===== src/rtl/shift_sequencer_if.sv =====
// Request/response bundle between the core controller and the shift sequencer.
// The abort input exists only when SHIFT_SEQUENCER_ABORT_EN is defined.
interface shift_sequencer_if #(
    parameter int N  = 32,
    parameter int SW = 5
);
    logic          start;
    logic [1:0]    op;
    logic [SW-1:0] shamt;
    logic [N-1:0]  a;
    logic          busy;
    logic          done;
    logic [N-1:0]  z;
`ifdef SHIFT_SEQUENCER_ABORT_EN
    logic          abort;

    modport master (output start, op, shamt, a, abort, input busy, done, z);
    modport slave  (input start, op, shamt, a, abort, output busy, done, z);
`else
    modport master (output start, op, shamt, a, input busy, done, z);
    modport slave  (input start, op, shamt, a, output busy, done, z);
`endif
endinterface


===== src/rtl/shift_sequencer.sv =====
// Multi-cycle SLL/SRL/SRA engine: one shared stage shifts by 2 (or 1 for the odd tail) per cycle.
// Optional SHIFT_SEQUENCER_ABORT_EN adds an abort input that cancels an operation in SHIFT.
module shift_sequencer #(
    parameter int N  = 32,
    parameter int SW = 5
) (
    input logic               clk,
    input logic               rst_n,
    shift_sequencer_if.slave  bus
);
    typedef enum logic [1:0] {IDLE, SHIFT, DONE} state_t;

    state_t        state, next;
    logic [N-1:0]  data, data_step, z_q;
    logic [SW-1:0] rem, rem_step;
    logic [1:0]    op_q;
    logic          accept, step_two, abort_hit;
    logic signed [N-1:0] sdata;

    assign accept   = bus.start && (state == IDLE || state == DONE);
    assign step_two = rem > SW'(1);
    assign rem_step = step_two ? rem - SW'(2) : rem - SW'(1);
    assign sdata    = data;

`ifdef SHIFT_SEQUENCER_ABORT_EN
    assign abort_hit = bus.abort && (state == SHIFT);
`else
    assign abort_hit = 1'b0;
`endif

    // op 2'b11 is reserved and falls through to SLL
    always_comb begin
        data_step = step_two ? data << 2 : data << 1;
        case (op_q)
            2'b01:   data_step = step_two ? data >> 2 : data >> 1;
            2'b10:   data_step = step_two ? N'(sdata >>> 2) : N'(sdata >>> 1);
            default: data_step = step_two ? data << 2 : data << 1;
        endcase
    end

    always_ff @(posedge clk or negedge rst_n) begin
        if (!rst_n) state <= IDLE;
        else        state <= next;
    end

    always_comb begin
        next = state;
        case (state)
            IDLE:    if (bus.start) next = (bus.shamt == '0) ? DONE : SHIFT;
            SHIFT: begin
                if (abort_hit)             next = IDLE;
                else if (rem_step == '0)   next = DONE;
            end
            DONE:    next = bus.start ? ((bus.shamt == '0) ? DONE : SHIFT) : IDLE;
            default: next = IDLE;
        endcase
    end

    // z loads only on entry to DONE: from the final step, or straight from a when shamt==0
    always_ff @(posedge clk or negedge rst_n) begin
        if (!rst_n) begin
            data <= '0;
            rem  <= '0;
            op_q <= '0;
            z_q  <= '0;
        end else begin
            if (accept) begin
                data <= bus.a;
                rem  <= bus.shamt;
                op_q <= bus.op;
            end else if (state == SHIFT && !abort_hit) begin
                data <= data_step;
                rem  <= rem_step;
            end
            if (next == DONE) z_q <= (state == SHIFT) ? data_step : bus.a;
        end
    end

    always_comb begin
        bus.busy = (state == SHIFT);
        bus.done = (state == DONE);
        bus.z    = z_q;
    end
endmodule

===== src/flat_wrapper.sv =====
// flat-port wrapper written by rule: the top's interface ports become plain ports
module shift_sequencer_flat 
#(
    parameter int N  = 32,
    parameter int SW = 5
)
  (clk, rst_n, bus_start, bus_op, bus_shamt, bus_a, bus_busy, bus_done, bus_z);
  shift_sequencer_if #(.N(N), .SW(SW)) bus_i ();
  input logic clk;
  input logic rst_n;
  input wire logic [$bits(bus_i.start)-1:0] bus_start;
  input wire logic [$bits(bus_i.op)-1:0] bus_op;
  input wire logic [$bits(bus_i.shamt)-1:0] bus_shamt;
  input wire logic [$bits(bus_i.a)-1:0] bus_a;
  output wire logic [$bits(bus_i.busy)-1:0] bus_busy;
  output wire logic [$bits(bus_i.done)-1:0] bus_done;
  output wire logic [$bits(bus_i.z)-1:0] bus_z;
  assign bus_i.start = bus_start;
  assign bus_i.op = bus_op;
  assign bus_i.shamt = bus_shamt;
  assign bus_i.a = bus_a;
  assign bus_busy = bus_i.busy;
  assign bus_done = bus_i.done;
  assign bus_z = bus_i.z;
  shift_sequencer #(.N(N), .SW(SW)) u_core (.clk(clk), .rst_n(rst_n), .bus(bus_i));
endmodule

===== config.mk =====
export PLATFORM = sky130hd
export DESIGN_NAME = shift_sequencer_flat
export DESIGN_NICKNAME = d
export VERILOG_FILES = /design/src/rtl/shift_sequencer_if.sv /design/src/rtl/shift_sequencer.sv /design/src/flat_wrapper.sv
export SDC_FILE = /design/constraint.sdc
export NUM_CORES = 1
export LEC_CHECK = 0
export ABC_CLOCK_PERIOD_IN_PS = 3390
export CAP_MARGIN = 5
export CORE_MARGIN = 2
export CORE_UTILIZATION = 53
export DETAILED_ROUTE_END_ITERATION = 6
export GPL_TIMING_DRIVEN = 0
export PLACE_DENSITY = 0.77
export SLEW_MARGIN = 20
export SYNTH_ARGS = -nofsm -noshare
export SYNTH_HDL_FRONTEND = slang
export SYNTH_SLANG_ARGS = --single-unit

===== constraint.sdc =====
create_clock -name clk -period 3.39 [get_ports clk]
set_input_delay 0.339 -clock clk [delete_from_list [all_inputs] [get_ports clk]]
set_output_delay 0.339 -clock clk [all_outputs]
set_load 0.05 [all_outputs]

Word-level counts from Yosys, hierarchy flattened

Index checks and enable logic that the tools add are counted.

Add/sub/neg operators: 2
$mul: 0
Divide/modulo/power cells: 0
Magnitude comparators: 1
Equal/unequal tests: 5
Shift operators: 0
Multiplexer cells: 15
Bitwise gates (word level): 0
Reduce and logical (&&, ||, !) cells: 6

Operators with widths:

| cell                                                                             | number |
|---|---|
| 32-bit 2-to-1 mux                                                                | 4 |
| 32-bit one-hot mux with 2 select lines                                           | 1 |
| 31-bit 2-to-1 mux                                                                | 1 |
| 30-bit 2-to-1 mux                                                                | 1 |
| 5-bit 2-to-1 mux                                                                 | 3 |
| 5-bit logical NOT                                                                | 2 |
| 2-bit 2-to-1 mux                                                                 | 4 |
| 2-bit == test (second input constant)                                            | 3 |
| 2-bit one-hot mux with 3 select lines                                            | 1 |
| 5-bit by 1-bit greater-than comparator with 1-bit output (second input constant) | 1 |
| 5-bit by 1-bit subtractor with 5-bit output (second input constant)              | 1 |
| 5-bit by 2-bit subtractor with 5-bit output (second input constant)              | 1 |
| 2-bit by 1-bit == test with 1-bit output (second input constant)                 | 2 |
| 2-bit logical NOT                                                                | 1 |
| 2-bit nonzero test                                                               | 1 |
| 1-bit logical AND                                                                | 1 |
| 1-bit logical OR                                                                 | 1 |

Register bits after elaboration: 73
Latch bits: 0
Memory bits (writable): 0
ROM bits: 0
Word-level logic and storage cells: 34
Memories: 0

Logic depth before layout (Yosys ltp)

Gate-level depths: netlist of run 1.

Depth in word-level cells: 6
Mapped depth: 11
Depth with buffers taken out: 8

Least setup slack after synthesis of run 1

OpenSTA, ideal clock, no wires.

Path kind: reg2reg
From: register u_core.rem[1]
To: register u_core.z_q[10], in the netlist u_core.bus.z[10]
Arrival: 2335 ps
Required time: 3265 ps
Slack: 930 ps
Cell stages (with the launch flop): 12
Path buffers: 3
Clock period less this slack: 2460 ps
Path through: dfrtp_1 > inv_1 > ha_1 > a21bo_1 > a211o_1 > buf_6 > mux2i_1 > o211a_1 > a22o_1 > buf_6 > buf_12 > mux2_4

Cells in the longest elaborated chain, start to end: 6
Elaborated cells on any way between the ends: 13
Classes of those cells: 2 x add/sub; 1 x order compare; 1 x eq/ne; 8 x mux; 1 x reduce/logical

Ends and longest elaborated chain:

| item                                                                      | RTL line              | RTL |
|---|---|---|
| from (decl)                                                               | shift_sequencer.sv:15 | `logic [SW-1:0] rem, rem_step;` |
| from (signal assigned)                                                    | shift_sequencer.sv:69 | `rem <= bus.shamt;` |
| from (signal assigned)                                                    | shift_sequencer.sv:73 | `rem <= rem_step;` |
| 5-bit by 1-bit subtractor with 5-bit output, or another cell as far along | shift_sequencer.sv:22 | `assign rem_step = step_two ? rem - SW'(2) : rem - SW'(1);` |
| 5-bit 2-to-1 mux                                                          | shift_sequencer.sv:22 |  |
| 5-bit logical NOT                                                         | shift_sequencer.sv:52 | `else if (rem_step == '0) next = DONE;` |
| 2-bit 2-to-1 mux                                                          | shift_sequencer.sv:52 |  |
| 2-bit one-hot mux with 3 select lines                                     | shift_sequencer.sv:48 | `case (state)` |
| 2-bit == test                                                             | shift_sequencer.sv:75 | `if (next == DONE) z_q <= (state == SHIFT) ? data_step : bus.a;` |
| to (signal assigned)                                                      | shift_sequencer.sv:75 |  |
| to (decl)                                                                 | shift_sequencer.sv:14 | `logic [N-1:0] data, data_step, z_q;` |

Several ways; a longest one is shown, not always the timed one.
A chain may end at the register's enable or synchronous reset.

Worst setup path after layout of run 1

From: register u_core.rem[1]
To: register u_core.z_q[20], in the netlist u_core.bus.z[20]

The elaborated chain is that of the path after synthesis.

==> flow_metrics.tcl, run 1 <==
set metrics [dict create \
    die_x_um 93.99 \
    fillers 610 \
    critical_path.max_fanout 10 \
    clk_path_buf_depth 2 \
    syn_area_per_cell_um2 9.688 \
    num_antenna_cells 0 \
    final-setup-viol-count 0 \
    critPathKind "reg -> reg" \
    die-area_um2 8833 \
    status "completed" \
    clock_latency_ns 0.36 \
    synth_nets 491 \
    crit_family "multiplexers" \
    cts_tree "yes" \
    drcViolationCount 0 \
    clock_sinks 73 \
    vdd_drop_max_mv 0.6751 \
    cts_made_buffers 9 \
    min_period_over_period 0.8622 \
    drt_iter0_drc 331 \
    core-area_um2 7767 \
    start_kind "flip-flop" \
    vias 4007 \
    ys_seq_elements 73 \
    wl_per_cell_um 18.21 \
    syn_to_final_growth_pct 26.97 \
    grt_pass1_wl_um 19220 \
    yosysSeqAreaShare 0.4257 \
    routed_wl_um 11620 \
    yosysWarningCount 0 \
    postCtsSetupBuffers 0 \
    root_buffer "clkbuf_8" \
    num_rows 32 \
    syn-cell-area_um2 4292 \
    powerDensity_nw_per_um2 1103 \
    grt_usage 0.2773 \
    synth.most_common_cell "dfrtp_1" \
    synth-edff-count 0 \
    max_cap_violations 0 \
    initial_core_util 0.5525 \
    cp_cell_sequence "inv_1 -> ha_1 -> a21bo_1 -> a21boi_2 -> clkbuf_1 -> mux2_2 -> nand2_1 -> nand3_1 -> mux2_4" \
    dr.pass1.iters 7 \
    crit_required_ns 3.64 \
    grt_pass1_vias 3902 \
    min_period_ns 2.923 \
    crit_buf_inv 2 \
    power_leakage_nw 2.428 \
    whs_ns 0.4055 \
    via_per_inst 6.281 \
    ys_types 39 \
    ant_nets 0 \
    max_slew_margin 0.5073 \
    crit_slowest_cell "clkbuf_1" \
    worstMarginPinSlew_ns 0.7364 \
    grt_max_degree 56 \
    gp_congestion 0.8669 \
    layout-drive-gt1-share 0.1063 \
    min_path_type "in -> async" \
    final-hold-violation-count 0 \
    io_buffers 75 \
    die_y_um 93.99 \
    synth.largest_area_cell "dfrtp_1" \
    rsz0062_at_grt "false" \
    finClkSkew_ns 0.009405 \
    pin_count 76 \
    synthTopCellsByArea "dfrtp_1, mux2_4, nand2_1, a21o_1, mux2i_1" \
    cp.arrival_ns 3.17 \
    dpl.cell_count 621 \
    slew_violations 0 \
    antenna_found_initial 0 \
    fmax_mhz 342.1 \
    instances_no_fill 638 \
    yosysTopAreaCellShare 0.4257 \
    nets 579 \
    dp_hpwl_um 8130 \
    clkTransAtPathRegs_ns 0.08 \
    gr-total-overflow 0 \
    crit_path_max_incr_delay_ns 0.46 \
    cts_max_level 3 \
    critPathCaptureType "flip-flop" \
    synthesis.instances 443 \
    async_flop_share 1.000 \
    ys.flop_type "dfrtp_1" \
    ys_top_cells_by_count "dfrtp_1, nand2_1, nand3_1" \
]
## flip-flops by register name (all words and copies together) (netlist names)
| name | count |
|---|---|
| u_core.bus.z | 32 |
| u_core.data | 32 |
| u_core.op_q | 2 |
| u_core.rem | 5 |
| u_core.state | 2 |
## cell type report
type | instances | area [um^2] | area share
Sequential cell | 73 | 1827 | 0.3352
Buffer | 34 | 187.7 | 0.03444
Multi-Input combinational cell | 319 | 2213 | 0.4062
Timing Repair Buffer | 77 | 785.8 | 0.1442
Clock inverter | 5 | 102.6 | 0.01883
Tap cell | 102 | 127.6 | 0.02342
Inverter | 17 | 63.81 | 0.01171
Clock buffer | 11 | 141.4 | 0.02595
## kinds of logic after synthesis
kind of cell / after synthesis / share of synthesized area
compound gates: 123 / 0.2140
fa+ha+maj: 6 / 0.01749
mux: 50 / 0.1408
flops: 73 / 0.4257
buf+inv: 51 / 0.05860
xor+xnor: 2 / 0.004082
simple gates: 138 / 0.1394
## through the flow
stage	setup slack, ns	utilization	area, um^2	power [mW]	TNS [ns]
6_report	0.4672	0.7015	5449	6.008	0
5_1_grt	0.3312	0.7015	5449	6.382	0
4_1_cts	0.5142	0.7015	5449	5.973	0
3_5_place_dp	0.5325	0.6688	5195	5.095	0
3_3_place_gp	-0.6014	0.6656	5170	5.005	-43.51
2_1_floorplan	0.9301	-	4292	4.079	0
## worst register-to-register path, stage by stage, from the launching register on
cell and delay (ns):
dfrtp_1 0.43, inv_1 0.18, ha_1 0.21, a21bo_1 0.24
a21boi_2 0.41, clkbuf_1 0.47, mux2_2 0.40, nand2_1 0.09
nand3_1 0.11, mux2_4 0.27
## routing by layer
metal | track usage | vias up | part of all wire | routed length, um
met5 | 0 | - | 0 | 0
met4 | 0.1099 | 0 | 0.022 | 260
met3 | 0.04494 | 24 | 0.077 | 890
met2 | 0.4214 | 213 | 0.46 | 5342
met1 | 0.3967 | 1979 | 0.44 | 5129
li1 | - | 1791 | - | -
## placed cells by master (no fill, tap or decap), types with 6 or more instances in the layout
cell type and count:
inv_1 16, clkbuf_1 26, dfrtp_1 73, clkbuf_8 10, a21o_1 32, a21oi_1 16, mux2_4 18, mux2_2 11
o21ai_0 11, a22oi_1 24, a221o_1 13, nand2_1 70, nor2_1 16, ha_1 6, mux2i_1 21, nand3_1 39
clkdlybuf4s50_1 74, a221oi_1 14
## what timing repair did
item                       in CTS  in global routing
resized for setup               0                  0
setup endpoints to repair       0                  0
hold buffers                    1                  0
hold endpoints to repair       18                  0
## final timing paths
| path | from | end | slack [ns] | cells after the start |
|---|---|---|---|---|
| max | u_core.rem[1] | u_core.bus.z[20] | 0.47 | 9 |
| min | rst_n | u_core.bus.z[25] | 0.41 | 2 |
| max reg2reg | u_core.rem[1] | u_core.bus.z[20] | 0.47 | 9 |
| min reg2reg | u_core.bus.z[8] | u_core.bus.z[8] | 0.52 | 1 |
| max in group asynchronous | rst_n | u_core.bus.z[17] | 2.43 | 3 |
| min in group clk | u_core.bus.z[8] | u_core.bus.z[8] | 0.52 | 1 |
## power breakdown
part / internal [mW] / switching (mW) / leakage, nW / total [mW]
clock: 0.508 / 0.341 / 0.120 / 0.849
sequential: 1.24 / 0.295 / 0.935 / 1.54
combinational: 1.40 / 2.22 / 1.37 / 3.62
(Power assumes the default switching activity.)
==> run 2: changes to the inputs <==
--- a/config.mk
+++ b/config.mk
@@ -10,7 +10,6 @@
 export CORE_MARGIN = 2
 export CORE_UTILIZATION = 53
 export DETAILED_ROUTE_END_ITERATION = 6
-export GPL_TIMING_DRIVEN = 0
 export PLACE_DENSITY = 0.77
 export SLEW_MARGIN = 20
 export SYNTH_ARGS = -nofsm -noshare
==> flow_metrics.tcl, run 2 (same netlist as run 1, synthesis figures left out) <==
set metrics [dict create \
    dpl_cell_area_um2 5091 \
    max_cap_violations 0 \
    min_path_type "in -> async" \
    antenna_found_initial 0 \
    via_per_inst 6.198 \
    nets 556 \
    cts_resized 0 \
    grt_busiest_layer "met1" \
    cp.arrival_ns 2.96 \
    max_slew_margin 0.4052 \
    pin_count 76 \
    grt_util_met2 0.3750 \
    drcViolationCount 0 \
    clkTransAtPathRegs_ns 0.08 \
    clock_sinks 73 \
    num_rows 32 \
    crit_required_ns 3.63 \
    grt_pass1_wl_um 17870 \
    layout_common_cells "clkdlybuf4s50_1, dfrtp_1, nand2_1" \
    die-area_um2 8833 \
    utilization 0.6801 \
    grt_use_met1 0.3848 \
    slew_violations 0 \
    num_antenna_cells 0 \
    die_y_um 93.99 \
    whs_ns 0.4285 \
    critical_path.max_fanout 14 \
    gr-total-overflow 0 \
    gp_congestion 0.9194 \
    power_leakage_nw 2.374 \
    critPathKind "reg -> reg" \
    root_buffer "clkbuf_8" \
    fmax_mhz 367.9 \
    final-setup-viol-count 0 \
    final_area_um2 5283 \
    cts_tree "yes" \
    grt_usage 0.2579 \
    clk_path_buf_depth 2 \
    dr.pass1.iters 5 \
    core-area_um2 7767 \
    final-hold-violation-count 0 \
    syn_to_final_growth_pct 23.09 \
    status "completed" \
    final_common_cell "clkdlybuf4s50_1" \
    drt_iter0_drc 272 \
    min_period_ns 2.718 \
    setup_tns_ns 0 \
    clock_latency_ns 0.36 \
    start_kind "flip-flop" \
    min_period_over_period 0.8018 \
    initial_core_util 0.5525 \
    dp_hpwl_um 7156 \
    die_x_um 93.99 \
    finClkSkew_ns 0.01115 \
    reg2regPathDepth 8 \
    wl_per_cell_um 17.35 \
    grt_max_degree 57 \
    rsz0062_at_grt "false" \
    met3_usage 0.04414 \
    layout-drive-gt1-share 0.1248 \
    powerDensity_nw_per_um2 1070 \
    cts_max_level 3 \
    worstMarginPinSlew_ns 0.8912 \
    routed_wl_um 10670 \
    io_buffers 75 \
    ant_nets 0 \
    vdd_drop_max_mv 0.5287 \
    vias 3812 \
    grt_pass1_vias 3578 \
    cts_made_buffers 9 \
    critPathCaptureType "flip-flop" \
]
==> run 2: cell count changes in the layout (fill, tap and decap cells not counted), moves of 3 or more <==
cell	change
buf_6	-3
buf_2	-3
bufinv_16	-3
clkbuf_1	-26
clkinv_4	+3
buf_4	+10
==> run 2: layout make-up <==
class	instances	area, um^2
clock inverter	6	43.79
inverter	17	63.81
clock buffer	10	137.6
fill	599	2485
multi-input combinational	319	2225
timing repair buffer	88	858.3
tap	102	127.6
sequential	73	1827
==> run 2: where the power goes <==
group	leakage (nW)	switching [mW]	total, mW	internal [mW]
Combinational	1.35	2.10	3.45	1.35
Clock	0.0922	0.345	0.632	0.286
Sequential	0.935	0.325	1.57	1.24
Total	2.37	2.77	5.65	2.88
==> run 2: critical path: stages, from the launching register on <==
cell,delay (ns)
dfrtp_1,0.42
inv_1,0.17
ha_1,0.23
a21bo_1,0.26
a21boi_2,0.61
buf_4,0.31
mux2i_1,0.21
o22ai_1,0.10
a221o_1,0.30
==> run 2: per-stage QoR <==
stage          total power [mW]  setup slack (ns)  std cells
2_1_floorplan             4.079            0.9301        443
3_3_place_gp              4.891            0.8067        598
3_5_place_dp              4.984            0.7202        598
4_1_cts                   5.635            0.6827        615
5_1_grt                   6.032            0.4994        615
6_report                  5.653            0.6721        615
==> run 2: routing by layer <==
| metal | share of wire | vias up | wire length, um |
|---|---|---|---|
| li1 | - | 1754 | - |
| met1 | 0.46 | 1838 | 4873 |
| met3 | 0.072 | 18 | 767 |
| met2 | 0.45 | 202 | 4839 |
| met4 | 0.018 | 0 | 187 |
| met5 | 0 | - | 0 |
==> run 2: path summary, 6_finish.rpt <==
path,from,end,slack (ns)
worst max register to register,u_core.rem[1],u_core.data[29],0.67
max in group asynchronous,rst_n,u_core.bus.z[16],1.92
worst max-delay path,u_core.rem[1],u_core.data[29],0.67
worst min-delay path,rst_n,u_core.bus.z[5],0.43
worst min register to register,u_core.bus.z[0],u_core.bus.z[0],0.51
min in group clk,u_core.bus.z[0],u_core.bus.z[0],0.51
==> run 2: timing repair <==
| item | in CTS | in global routing |
|---|---|---|
| setup buffers | 0 | 0 |
| hold buffers | 1 | 0 |
| endpoints found under the hold margin | 17 | 0 |
==> run 3: changes to the inputs <==
--- a/config.mk
+++ b/config.mk
@@ -5,7 +5,7 @@
 export SDC_FILE = /design/constraint.sdc
 export NUM_CORES = 1
 export LEC_CHECK = 0
-export ABC_CLOCK_PERIOD_IN_PS = 3390
+export ABC_CLOCK_PERIOD_IN_PS = 2610
 export CAP_MARGIN = 5
 export CORE_MARGIN = 2
 export CORE_UTILIZATION = 53
==> constraint.sdc (replaced) <==
create_clock -name clk -period 2.61 [get_ports clk]
set_input_delay 0.261 -clock clk [delete_from_list [all_inputs] [get_ports clk]]
set_output_delay 0.261 -clock clk [all_outputs]
set_load 0.05 [all_outputs]
==> flow_metrics.tcl, run 3 (same netlist as run 1, synthesis figures left out) <==
set metrics [dict create \
    status "finished, violations left" \
    violations "hold timing" \
    slew_violations 0 \
    vdd_drop_max_mv 0.7511 \
    routed_wl_um 10790 \
    finClkSkew_ns 0.01252 \
    gp_congestion 0.8279 \
    max_slew_margin 0.4618 \
    dp_hpwl_um 7317 \
    r2r_slack_ns 0.15 \
    nets 560 \
    grt_usage 0.2601 \
    clock_sinks 73 \
    dr.pass1.iters 5 \
    io_buffers 75 \
    via_per_inst 6.212 \
    max_cap_violations 0 \
    setup_tns_ns 0 \
    final-setup-viol-count 0 \
    fmax_mhz 406.4 \
    whs_ns -0.01448 \
    syn_to_final_growth_pct 25.80 \
    root_buffer "clkbuf_8" \
    critPathCaptureType "flip-flop" \
    clk_path_buf_depth 2 \
    drcViolationCount 0 \
    min_period_ns 2.461 \
    cts_max_level 3 \
    r2r_end "u_core.bus.z[17]" \
    vias 3845 \
    p_int_mw 4.042 \
    crit_required_ns 2.85 \
    min_path_type "in -> async" \
    critPathKind "reg -> reg" \
    grt_max_degree 41 \
    reg2regPathDepth 9 \
    pin_count 76 \
    clock_latency_ns 0.35 \
    utilization 0.6951 \
    critical_path.max_fanout 17 \
    num_rows 32 \
    layout_common_cells "clkdlybuf4s50_1, dfrtp_1, nand2_1" \
    combPwrFrac 0.603 \
    min_period_over_period 0.9429 \
    antenna_found_initial 0 \
    final-hold-violation-count 9 \
    drt_iter0_drc 276 \
    ant_nets 0 \
    gr-total-overflow 0 \
    p_seq_frac 0.264 \
    powerDensity_nw_per_um2 1421 \
    layout-drive-gt1-share 0.1373 \
    grt_pass1_wl_um 18180 \
    num_antenna_cells 0 \
    worstMarginPinSlew_ns 0.8074 \
    cts_tree "yes" \
    die_y_um 93.99 \
    grt_pass1_vias 3690 \
    core-area_um2 7767 \
    swShare 0.4731 \
    die_x_um 93.99 \
    clkTransAtPathRegs_ns 0.09 \
    clockPowerShare 0.134 \
    cts_made_buffers 9 \
    p_sw_mw 3.630 \
    rsz0062_at_grt "false" \
    r2r_start "u_core.rem[1]" \
    cts_hold_buffers 0 \
    die-area_um2 8833 \
    start_kind "flip-flop" \
    wl_per_cell_um 17.43 \
    power_leakage_nw 2.429 \
    initial_core_util 0.5525 \
    cp.arrival_ns 2.70 \
]
## run 3: cell count changes in the layout (fill, tap and decap cells not counted), sizes merged
cell,delta
dlygate4sd3,-1
buf,+6
bufinv,+2
inv,+1
clkinv,-3
clkdlybuf4s50,-1
## run 3: per-stage QoR
stage               hold WS (ns)  instance area (um^2)  power, mW  setup slack (ns)  cells
floorplan               -0.03459                  4292      5.298            0.1501    443
global placement          0.3892                  5164      6.477            0.1059    603
detailed placement        0.4029                  5164      6.605           0.03241    603
CTS                      0.02803                  5391      7.659          0.005818    619
global route             0.04305                  5399      8.167           0.06047    619
finish                  -0.01448                  5399      7.673            0.1491    619
## run 3: cell type report
cell class              count  area (um^2)
clock buffers              10        137.6
well taps                 102        127.6
inverters                  17        63.81
repair buffers             92        928.4
fillers                   599         2369
clock inverters             6        90.09
multi-input cells         319         2225
flip-flops and latches     73         1827
## run 3: how the worst max path moves through the flow
stage | startpoint | to | slack, ns | cells past startpoint
2_1_floorplan | u_core.rem[1] | u_core.bus.z[10] | 0.15 | 11
3_3_place_gp | u_core.rem[1] | u_core.bus.z[10] | 0.11 | 9
3_5_place_dp | u_core.rem[1] | u_core.bus.z[8] | 0.03 | 9
4_1_cts | u_core.rem[1] | u_core.bus.z[17] | 0.006 | 9
5_1_grt | u_core.rem[1] | u_core.bus.z[2] | 0.06 | 9
6_report | u_core.rem[1] | u_core.bus.z[17] | 0.15 | 9
## run 3: repair_timing
item,CTS,global route
buffers inserted,0,0
resized for setup,0,3
endpoints found under the setup margin,0,16
## run 3: power groups by stage
stage	sequential (mW)	clock (mW)	combinational, mW
floorplan	2.64	0	2.66
global placement	2.01	0	4.47
detailed placement	2.02	0	4.58
CTS	2.01	1.03	4.61
global route	2.08	1.09	4.99
finish	2.02	1.03	4.62
## run 3: per-layer routing
| metal | part of all wire | vias to the layer above | global-route usage | wire [um] |
|---|---|---|---|---|
| met3 | 0.069 | 16 | 0.04173 | 742 |
| met1 | 0.44 | 1882 | 0.3689 | 4747 |
| met2 | 0.48 | 190 | 0.4095 | 5158 |
| met5 | 0 | - | 0 | 0 |
| li1 | - | 1757 | - | - |
| met4 | 0.013 | 0 | 0.08213 | 140 |
## run 3: worst max-delay path: stages, from the launching register on
cell     delay [ns]
dfrtp_1        0.40
inv_2          0.10
ha_1           0.19
a21bo_1        0.25
a211o_1        0.33
mux2i_1        0.16
o211a_1        0.18
a22o_2         0.19
buf_8          0.22
mux2_4         0.32
